File: config.mk
export PLATFORM = sky130hd
export DESIGN_NAME = rv_fetch_queue
export DESIGN_NICKNAME = d
export VERILOG_FILES = /design/src/rtl/rv_pkg.sv /design/src/rtl/rv_fetch_queue.sv
export SDC_FILE = /design/constraint.sdc
export NUM_CORES = 1
export LEC_CHECK = 0
export CAP_MARGIN = 5
export CORE_AREA = 2 2 108 110
export CTS_CLUSTER_SIZE = 20
export DETAILED_ROUTE_END_ITERATION = 8
export DIE_AREA = 0 0 110 112
export PLACE_DENSITY_LB_ADDON = 0.2
export SLEW_MARGIN = 20
export SYNTH_ARGS = -nofsm -noshare
export SYNTH_HDL_FRONTEND = slang
export SYNTH_SLANG_ARGS = --single-unit
File: constraint.sdc
create_clock -name i_clk -period 4.8 [get_ports i_clk]
set_input_delay 0.96 -clock i_clk [delete_from_list [all_inputs] [get_ports i_clk]]
set_output_delay 0.96 -clock i_clk [all_outputs]
set_load 0.05 [all_outputs]
File: src/rtl/rv_pkg.sv
// Shared fetch-path definitions.
//   RV_NOP        : canonical RISC-V NOP (addi x0, x0, 0), driven to decode when idle
//   fetch_entry_t : one fetch queue slot {word PC, instruction word, filled flag}
package rv_pkg;

    localparam logic [31:0] RV_NOP = 32'h0000_0013;

    typedef struct packed {
        logic [31:2] pc;
        logic [31:0] instr;
        logic        filled;
    } fetch_entry_t;

endpackage

File: src/rtl/rv_fetch_queue.sv
// In-order instruction queue between fetch and decode.
// An entry is allocated (tagged with its PC) when fetch issues a bus request,
// filled when the bus acknowledges, and handed to decode with valid/ready.
// A flush drops every entry and arms a discard counter so that responses
// still in flight for the flushed requests are silently swallowed.
//
// Build option: define RV_FETCH_QUEUE_BYPASS_EN to forward an acknowledge that
// targets the unfilled head straight to decode in the same cycle.
//
// Ports:
//   i_clk, i_reset_n          clock, synchronous active-low reset
//   i_flush                   redirect: drop all entries and in-flight requests
//   i_req_valid, i_req_pc     fetch issued a bus request for word PC
//   o_req_ready               queue can take another request
//   i_bus_ack, i_bus_rdata    in-order bus response for oldest outstanding request
//   o_dec_valid, i_dec_ready  decode handshake on the head entry
//   o_dec_instr, o_dec_pc     head instruction / PC (NOP / 0 when not valid)
module rv_fetch_queue
    import rv_pkg::*;
#(
    parameter int          DEPTH     = 2,
    parameter logic [31:0] NOP_INSTR = RV_NOP
) (
    input  logic        i_clk,
    input  logic        i_reset_n,
    input  logic        i_flush,
    input  logic        i_req_valid,
    input  logic [31:2] i_req_pc,
    output logic        o_req_ready,
    input  logic        i_bus_ack,
    input  logic [31:0] i_bus_rdata,
    output logic        o_dec_valid,
    input  logic        i_dec_ready,
    output logic [31:0] o_dec_instr,
    output logic [31:2] o_dec_pc
);

    localparam int PTR_W = (DEPTH > 1) ? $clog2(DEPTH) : 1;
    localparam int CNT_W = $clog2(DEPTH + 1);
    localparam int SUM_W = CNT_W + 2;

    fetch_entry_t     entries [DEPTH];
    logic [PTR_W-1:0] rd_ptr;
    logic [PTR_W-1:0] alloc_ptr;
    logic [PTR_W-1:0] fill_ptr;
    logic [CNT_W-1:0] count;
    logic [CNT_W-1:0] discard;

    logic [CNT_W-1:0] filled_cnt;
    logic [CNT_W-1:0] unfilled;
    logic [CNT_W-1:0] count_next;
    logic [CNT_W-1:0] discard_flush;
    logic [SUM_W-1:0] occupancy;
    logic [SUM_W-1:0] stale_sum;
    fetch_entry_t     head;
    logic             alloc;
    logic             ack_drop;
    logic             ack_fill;
    logic             head_valid;
    logic             pop;

    // Entries fill strictly in order, so allocated-but-unfilled entries are
    // exactly those still awaiting a bus response.
    always_comb begin
        filled_cnt = '0;
        for (int i = 0; i < DEPTH; i++) begin
            filled_cnt = filled_cnt + CNT_W'(entries[i].filled);
        end
    end

    assign unfilled = count - filled_cnt;
    assign head     = entries[rd_ptr];

    // Requests still in flight for flushed entries occupy slots until their
    // responses drain, so they count against capacity.
    assign occupancy   = SUM_W'(count) + SUM_W'(discard);
    assign o_req_ready = (occupancy < SUM_W'(DEPTH));

    assign alloc    = i_req_valid & o_req_ready;
    assign ack_drop = i_bus_ack & (discard != '0);
    // An ack with nothing outstanding is a protocol error and is ignored.
    assign ack_fill = i_bus_ack & (discard == '0) & (unfilled != '0);

    assign head_valid = (count != '0) & head.filled;

`ifdef RV_FETCH_QUEUE_BYPASS_EN
    logic bypass_hit;

    // Unfilled head means fill_ptr == rd_ptr, so this ack belongs to the head.
    assign bypass_hit = ack_fill & (count != '0) & ~head.filled;

    always_comb begin
        o_dec_valid = head_valid | bypass_hit;
        o_dec_instr = NOP_INSTR;
        o_dec_pc    = '0;
        if (head_valid) begin
            o_dec_instr = head.instr;
            o_dec_pc    = head.pc;
        end else if (bypass_hit) begin
            o_dec_instr = i_bus_rdata;
            o_dec_pc    = head.pc;
        end
    end
`else
    always_comb begin
        o_dec_valid = head_valid;
        o_dec_instr = NOP_INSTR;
        o_dec_pc    = '0;
        if (head_valid) begin
            o_dec_instr = head.instr;
            o_dec_pc    = head.pc;
        end
    end
`endif

    assign pop = o_dec_valid & i_dec_ready;

    assign count_next = count + CNT_W'(alloc) - CNT_W'(pop);

    // On flush every unfilled entry plus a request issued this cycle becomes a
    // stale in-flight response; an ack arriving this cycle retires one of them.
    always_comb begin
        stale_sum = SUM_W'(discard) + SUM_W'(unfilled) + SUM_W'(alloc);
        if (i_bus_ack && (stale_sum != '0)) begin
            stale_sum = stale_sum - SUM_W'(1);
        end
        discard_flush = CNT_W'(stale_sum);
    end

    always_ff @(posedge i_clk) begin
        if (!i_reset_n) begin
            rd_ptr    <= '0;
            alloc_ptr <= '0;
            fill_ptr  <= '0;
            count     <= '0;
            discard   <= '0;
            for (int i = 0; i < DEPTH; i++) begin
                entries[i].filled <= 1'b0;
            end
        end else if (i_flush) begin
            rd_ptr    <= '0;
            alloc_ptr <= '0;
            fill_ptr  <= '0;
            count     <= '0;
            discard   <= discard_flush;
            for (int i = 0; i < DEPTH; i++) begin
                entries[i].filled <= 1'b0;
            end
        end else begin
            if (alloc) begin
                entries[alloc_ptr].pc     <= i_req_pc;
                entries[alloc_ptr].filled <= 1'b0;
                alloc_ptr                 <= alloc_ptr + PTR_W'(1);
            end
            if (ack_drop) begin
                discard <= discard - CNT_W'(1);
            end
            if (ack_fill) begin
                entries[fill_ptr].instr  <= i_bus_rdata;
                entries[fill_ptr].filled <= 1'b1;
                fill_ptr                 <= fill_ptr + PTR_W'(1);
            end
            // Placed after the fill so a bypassed head that is popped in its
            // ack cycle never ends up marked filled.
            if (pop) begin
                entries[rd_ptr].filled <= 1'b0;
                rd_ptr                 <= rd_ptr + PTR_W'(1);
            end
            count <= count_next;
        end
    end

endmodule

==> results of run 1 <==
power by group:
| group | leakage, nW | switching [mW] | internal, mW |
|---|---|---|---|
| Clock | 0.289 | 0.457 | 0.864 |
| Sequential | 1.20 | 0.0190 | 1.32 |
| Combinational | 0.978 | 0.157 | 0.145 |
sequential cells by signal, indices dropped and copies added, names as in the netlist, named ones only:
| register | count |
|---|---|
| entries | 126 |
| count | 2 |
| discard | 2 |
| alloc_ptr | 1 |
| fill_ptr | 1 |
| rd_ptr | 1 |
layer usage:
metal  GRT usage, %  vias to the layer above  share of wire, %
met1           19.8                     1521                39
met5              0                        -                 0
met3           5.27                       18               5.9
met2           30.2                      110                53
li1               -                     1516                 -
met4           8.61                        0               1.9
final cells by class:
cell class	instances	share of cell area (%)
Sequential cell	134	52.8
Timing Repair Buffer	136	18.1
Multi-Input combinational cell	178	17.9
Clock buffer	18	5.76
Clock inverter	14	2.44
Tap cell	143	2.40
Inverter	12	0.605
cell families (layout without fill, tap and decap cells):
logic type | count (synthesis) | after routing | share of synthesized area (%)
adders and majority gates | 10 | 10 | 2.89
DFF | 134 | 134 | 73.1
buffers and inverters | 26 | 180 | 2.26
and+or+nand+nor | 86 | 86 | 6.78
xor gates and xnor gates | 7 | 7 | 1.14
muxes | 64 | 64 | 12.0
AOI/OAI and AO/OA | 11 | 11 | 1.80
path summary, 6_finish.rpt:
kind | slack, ns | depth (start not counted) | end
max | 0.86 | 5 | o_dec_instr[1]
min | 0.52 | 2 | fill_ptr
max reg2reg | 1.49 | 12 | discard[1]
min reg2reg | 0.52 | 2 | fill_ptr
worst max-delay path, delay by kind of cell (launching register included):
family                 cells  cell delay, ns
and+or+nand+nor            2            0.60
muxes                      1            0.36
buffers and inverters      2            0.95
DFF                        1            0.66
per-stage QoR:
step	hold WS [ns]	utilization (%)	power [mW]	worst slack, ns
finish	0.516	66.6	2.96	0.858
global route	0.546	66.6	3.08	0.669
CTS	0.517	66.6	2.99	0.786
detailed placement	0.506	61.2	1.66	1.22
floorplan	0.452	-	1.54	0.333
global placement	0.483	61.2	1.65	1.26
cells in the final DEF (no fill, tap or decap), drive strengths merged, types with 3 or more instances in the layout:
cell / count
clkdlybuf4s50: 131
edfxtp: 124
nor2: 66
mux2i: 63
clkbuf: 18
inv: 14
dfxtp: 10
nand2: 9
ha: 6
xnor2: 5
buf: 5
clkinv: 5
fa: 4
bufinv: 4
clkinvlp: 3
==> flow_summary.toml, run 1 <==
[floorplanning]
initial_utilization_pct = 48.0
die_w_um = 110
fp.coreArea_mm2 = 0.0112
die_y_um = 112
dieArea_mm2 = 0.0123
num_rows = 39
ios = 132

[yosys]
synth_fp_nets = 416
yosysSeqAreaShare_pct = 73.1
yosys-top-cells-count = "edfxtp_1 (124), nor2_1 (66), mux2i_1 (63)"
synth.area.top_cells = "edfxtp_1 (69%), mux2i_1 (12%), nor2_1 (4.6%)"
synth_top_area_share_pct = 69.4
syn_area_mm2 = 0.00537
syn_inst = 338
async_reset_ff_share_pct = 0
syn_avg_cell_area_um2 = 15.9
synth-edff-count = 124
synth.distinct_cells = 32
yosysMostFrequentCell = "edfxtp_1"
ys_warn_count = 0
synthFlopType = "edfxtp_1"
synth_area_leader_cell = "edfxtp_1"
synth_seq_cells = 134

[sta]
clock.fmax_mhz = 254
worst_pin_slew_ns = 0.693
min_period_ns = 3.94
slew_violations = 0
rsz0062_at_grt = "no"
final.setup_skew_ns = 0.00787
finalCritPeriodShare_pct = 82.1
setup_tns_ns = 0
hold_viol = 0
finalSetupViolations = 0
maxSlewHeadroom_pct = 53.8

[clock_tree]
clkLatencyLatePin_ns = 0.41
cts.sinks = 134
cts_tree = "yes"
clockBufferDepth = 2
postCtsSetupRepairBufs = 0
clockRootBuffer = "clkbuf_16"
cts_hold_buf = 0
cts_resized = 0
cts.clk_slew.worst_paths_ns = 0.06
htreeDepth = 4
numCtsBuffers = 17

[critical_path]
crit_path_end_kind = "output port"
crit_type = "reg2out"
cp-start-kind = "register"
max_stage_delay_ns = 0.81
crit_path_top_delay_cell = "clkdlybuf4s50_1"
crit_arrival_ns = 2.98
path_cells = "mux2_4 > nand2_4 > inv_2 > nand2_1 > clkdlybuf4s50_1"
reg2reg_from = "entries[1][0]"
path_max_fanout = 60
crit_required_ns = 3.84

[final_layout]
fin_cells = 635
syn_to_final_growth_pct = 38.7
multi_input_area_mm2 = 0.00133
final_nets = 557
stdcell_area_mm2 = 0.00744
n_antenna_cell = 0
fill_cells = 848
post_route_cells_drive_above_1_share_pct = 8.54
regArea_mm2 = 0.00393

[drt]
initialDrtViolationCount = 190
dr.pass1.iters = 4
drc = 0
vias = 3165
ant_nets = 0
postRouteWirelength_um = 10300
wire_per_inst_um = 16.2
drt-vias-per-instance = 4.98

[hold_path]
hold_path.class = "reg2reg"
hp-start = "fill_ptr"

[placed_design]
place.gp.congestion = 0.778
hpwl_um = 6750
placed_cell_area_mm2 = 0.00683
io_buffers = 131
dp.cells = 603

[power_and_ir_drop]
p_leak_nw = 2.47
ir_drop_uv = 319
p_per_area_mw_per_mm2 = 398

[grt]
grt-ovfl-total = 0
grt_max_degree = 61
antenna_found_initial = 0
grt_pass1_vias = 3291
grt_usage_pct = 17.7
grt_pass1_wl_um = 15900

[job]
maxCapViolCount = 0

[run_status]
status = "finished clean"
No activity file was read; power rests on OpenSTA's default activity.
==> run 2: changes to the inputs <==
clock period = 3.8 ns   (was 4.8 ns; I/O delays follow)
==> run 2 against run 1 <==
Critical path depth unchanged. Hold slack worse by 0.014 ns. Sequential power up 26%. Wire length down 0.12%. Sequential share of layout area about the same. Register-to-register slack worse by 1.0 ns. Design area about the same. Final cell count unchanged. Die area unchanged. Clock power up 20%. Non-clock buffer count unchanged. Largest power group unchanged.
==> flow_summary.toml, run 2 (synthesized netlist as in run 1, its figures left out) <==
[placed_design]
hpwl_um = 6570
place.gp.congestion = 0.814
dp.cells = 603
io_buffers = 131

[sta]
finalSetupViolations = 0
finalCritPeriodShare_pct = 89.5
rsz0062_at_grt = "no"
clock.fmax_mhz = 294
hold_viol = 0
slew_violations = 0
min_period_ns = 3.40
setup_tns_ns = 0
maxSlewHeadroom_pct = 48.0
worst_pin_slew_ns = 0.781
final.setup_skew_ns = 0.0115

[critical_path]
crit_required_ns = 3.04
cp-start-kind = "register"
crit_type = "reg2out"
path_max_fanout = 33
crit_arrival_ns = 2.64
crit_path_end_kind = "output port"

[grt]
grt_max_degree = 63
antenna_found_initial = 0
grt-ovfl-total = 0
grt_pass1_vias = 3328
grt_pass1_wl_um = 16200
grt_usage_pct = 17.7

[clock_tree]
clockRootBuffer = "clkbuf_16"
cts_resized = 0
clkLatencyLatePin_ns = 0.41
cts.sinks = 134
postCtsSetupRepairBufs = 0
cts_tree = "yes"
cts_hold_buf = 0
htreeDepth = 4
numCtsBuffers = 17
clockBufferDepth = 2
cts.clk_slew.worst_paths_ns = 0.06

[floorplanning]
initial_utilization_pct = 48.0
die_y_um = 112
fp.coreArea_mm2 = 0.0112
num_rows = 39
ios = 132
dieArea_mm2 = 0.0123
die_w_um = 110

[final_layout]
top_register = "entries"
n_antenna_cell = 0
fin_util_pct = 66.7
regArea_mm2 = 0.00393
fill_cells = 821
post_route_cells_drive_above_1_share_pct = 8.74
final_nets = 557
top_regs = "entries (126), count (2), discard (2)"
final_common_cell = "clkdlybuf4s50_1"
syn_to_final_growth_pct = 38.8
largest_register_ffs = 126
fin_cells = 635
multi_input_area_mm2 = 0.00134
final_cell_mix = "clkdlybuf4s50_1 (131), edfxtp_1 (124), nor2_1 (66)"

[power_and_ir_drop]
p_seq_share_pct = 46.1
switching_share_pct = 21.3
ir_drop_uv = 376
total_power_mw = 3.66
p_leak_nw = 2.47
combPwrFrac_pct = 10.4
switchingPower_mw = 0.781
cell_internal_pwr_mw = 2.88
clkPwrFrac_pct = 43.5
p_per_area_mw_per_mm2 = 491

[drt]
initialDrtViolationCount = 127
drc = 0
vias = 3164
ant_nets = 0
dr.pass1.iters = 4
drt-vias-per-instance = 4.98
wire_per_inst_um = 16.2
postRouteWirelength_um = 10300

[hold_path]
hold_path.class = "reg2reg"

[run_status]
status = "finished clean"

[job]
maxCapViolCount = 0
run 2: routing by layer:
layer / vias to the layer above / wire [um] / global-route usage [%] / share of wire (%)
met1: 1533 / 4190 / 21.1 / 41
met3: 16 / 608 / 5.85 / 5.9
met5: - / 0 / 0 / 0
met4: 0 / 151 / 6.84 / 1.5
met2: 96 / 5330 / 29.4 / 52
li1: 1519 / - / - / -
run 2: worst paths after layout:
| path | start | to | slack, ns | cells after the start |
|---|---|---|---|---|
| max reg2reg | count[0] | discard[1] | 0.47 | 13 |
| min reg2reg | fill_ptr | fill_ptr | 0.50 | 2 |
| min | fill_ptr | fill_ptr | 0.50 | 2 |
| max | count[1] | o_dec_instr[18] | 0.40 | 5 |
run 2: cell type report:
class	count	area share (%)
inverter	12	0.605
tap	143	2.40
sequential	134	52.7
clock buffer	25	7.11
multi-input combinational	178	18.0
clock inverter	7	0.874
timing repair buffer	136	18.3
run 2: power by group through the flow:
| stage | Combinational [mW] | Sequential [mW] | Clock, mW |
|---|---|---|---|
| 3_5_place_dp | 0.379 | 1.72 | 0 |
| 5_1_grt | 0.425 | 1.69 | 1.69 |
| 6_report | 0.380 | 1.69 | 1.59 |
| 2_1_floorplan | 0.231 | 1.72 | 0 |
| 3_3_place_gp | 0.365 | 1.72 | 0 |
| 4_1_cts | 0.384 | 1.69 | 1.63 |
run 2: per-stage QoR:
stage          area [um^2]  setup WS (ns)  hold WS (ns)
4_1_cts               7450          0.337         0.507
2_1_floorplan         5370          0.153         0.452
6_report              7450          0.398         0.502
3_3_place_gp          6850          0.471         0.484
5_1_grt               7450          0.219         0.528
3_5_place_dp          6850          0.338         0.496
run 2: worst max-delay path: stages, from the launching register on:
cell	delay, ns
dfxtp_1	0.38
or2_2	0.33
nand2_4	0.28
buf_4	0.40
nor2_1	0.10
clkdlybuf4s50_1	0.73
==> patch (flow settings as in run 1) <==
Add a define of `RV_FETCH_QUEUE_BYPASS_EN`.
--- a/src/rtl/rv_fetch_queue.sv
+++ b/src/rtl/rv_fetch_queue.sv
@@ -15,6 +15,8 @@
 //   i_bus_ack, i_bus_rdata    in-order bus response for oldest outstanding request
 //   o_dec_valid, i_dec_ready  decode handshake on the head entry
 //   o_dec_instr, o_dec_pc     head instruction / PC (NOP / 0 when not valid)
+`define RV_FETCH_QUEUE_BYPASS_EN
+
 module rv_fetch_queue
     import rv_pkg::*;
 #(
Behaviour: not the same (a bounded check fails within 4 cycles, from zero or initial values and one cycle with i_reset_n low).
==> patch against run 1 <==
  * Setup slack got worse by 0.64 ns
  * Non-clock buffer count up 4
  * Wire length up 8.7%
  * Total power increased by 1.2%
  * Critical path depth grew 3
  * Cell count up 2.2%
  * Highest routed layer unchanged
  * Die area is the same
  * First-iteration DRC count grew 0.53%
  * Synthesized cell count increased by 3.8%
  * Synthesized area up 5.4%
  * Cell area rose by 1.6%
  * Sequential cell count unchanged
  * Largest power group unchanged
==> patch: results <==
group,metric,value,unit
synthesis,synth_compound_area_share,7.98,%
synthesis,synthTopCellsByCount,"124 x edfxtp_1, 62 x mux2i_1, 37 x nor2_1, 29 x o2bb2ai_1, 14 x inv_1",
layout,finalInstanceArea,7570,sq um
global_route,grt_max_degree,51,
synthesis,syn_avg_cell_area,16.1,sq um
placement,dp_cells,617,
global_route,use_met2,31.8,%
synthesis,ys_seq_area_share,69.4,%
global_route,grtUsageTotal,19.1,%
synthesis,synth.distinct_cells,37,
placement,placed_cell_area,6990,sq um
layout,n_fill_cell,794,
power,vdd_drop_max,0.274,mV
outcome,status,"finished, final reports clean",
power,power_switching,733,uW
sta,clock_skew,0.00661,ns
power,p_int,2260,uW
global_route,grt_pass1_wl,17600,microns
global_route,met1_usage,22.9,%
layout,drive_above_1_share,22.1,%
layout,n_all_buffers,140,
drt,vias,3386,
layout,inv_count,15,
sta,max_slew_margin,41.7,%
global_route,grt_use_met3,6.03,%
drt,wl_met1,4670,microns
setup_path,cp.arrival,3.62,ns
power,clock_power,1250,uW
layout,multi_input_cells,185,
power,pg_comb,406,uW
layout,clk_share,7.66,%
drt,wl_per_cell,17.2,microns
power,p_leak,0.00265,uW
setup_path,r2r_start,"count[0]",
setup_path,crit_fanout,15,
==> patch: cell types whose count changed in the layout (fill, tap and decap cells not counted), moves of 3 or more <==
| cell | run 1 | this run |
|---|---|---|
| clkinv_4 | 0 | 3 |
| buf_4 | 5 | 68 |
| clkdlybuf4s50_1 | 131 | 72 |
| a21oi_1 | 0 | 3 |
| nor2b_1 | 2 | 5 |
| nor2_1 | 66 | 37 |
| o2bb2ai_1 | 0 | 29 |
| inv_1 | 10 | 14 |
==> patch: path summary, 6_finish.rpt <==
kind	end	slack, ns	cells after the start
min reg2reg	flop	0.50	2
max reg2reg	discard[1]	1.26	11
min	flop	0.50	2
max	o_dec_instr[0]	0.22	8
==> patch: critical path: stages, from the launching register on <==
cell	delay (ns)
dfxtp_1	0.54
fa_1	0.48
ha_1	0.36
xor2_4	0.19
o311ai_4	0.32
nor3_4	0.10
buf_4	0.20
a21oi_1	0.18
clkdlybuf4s50_1	0.83
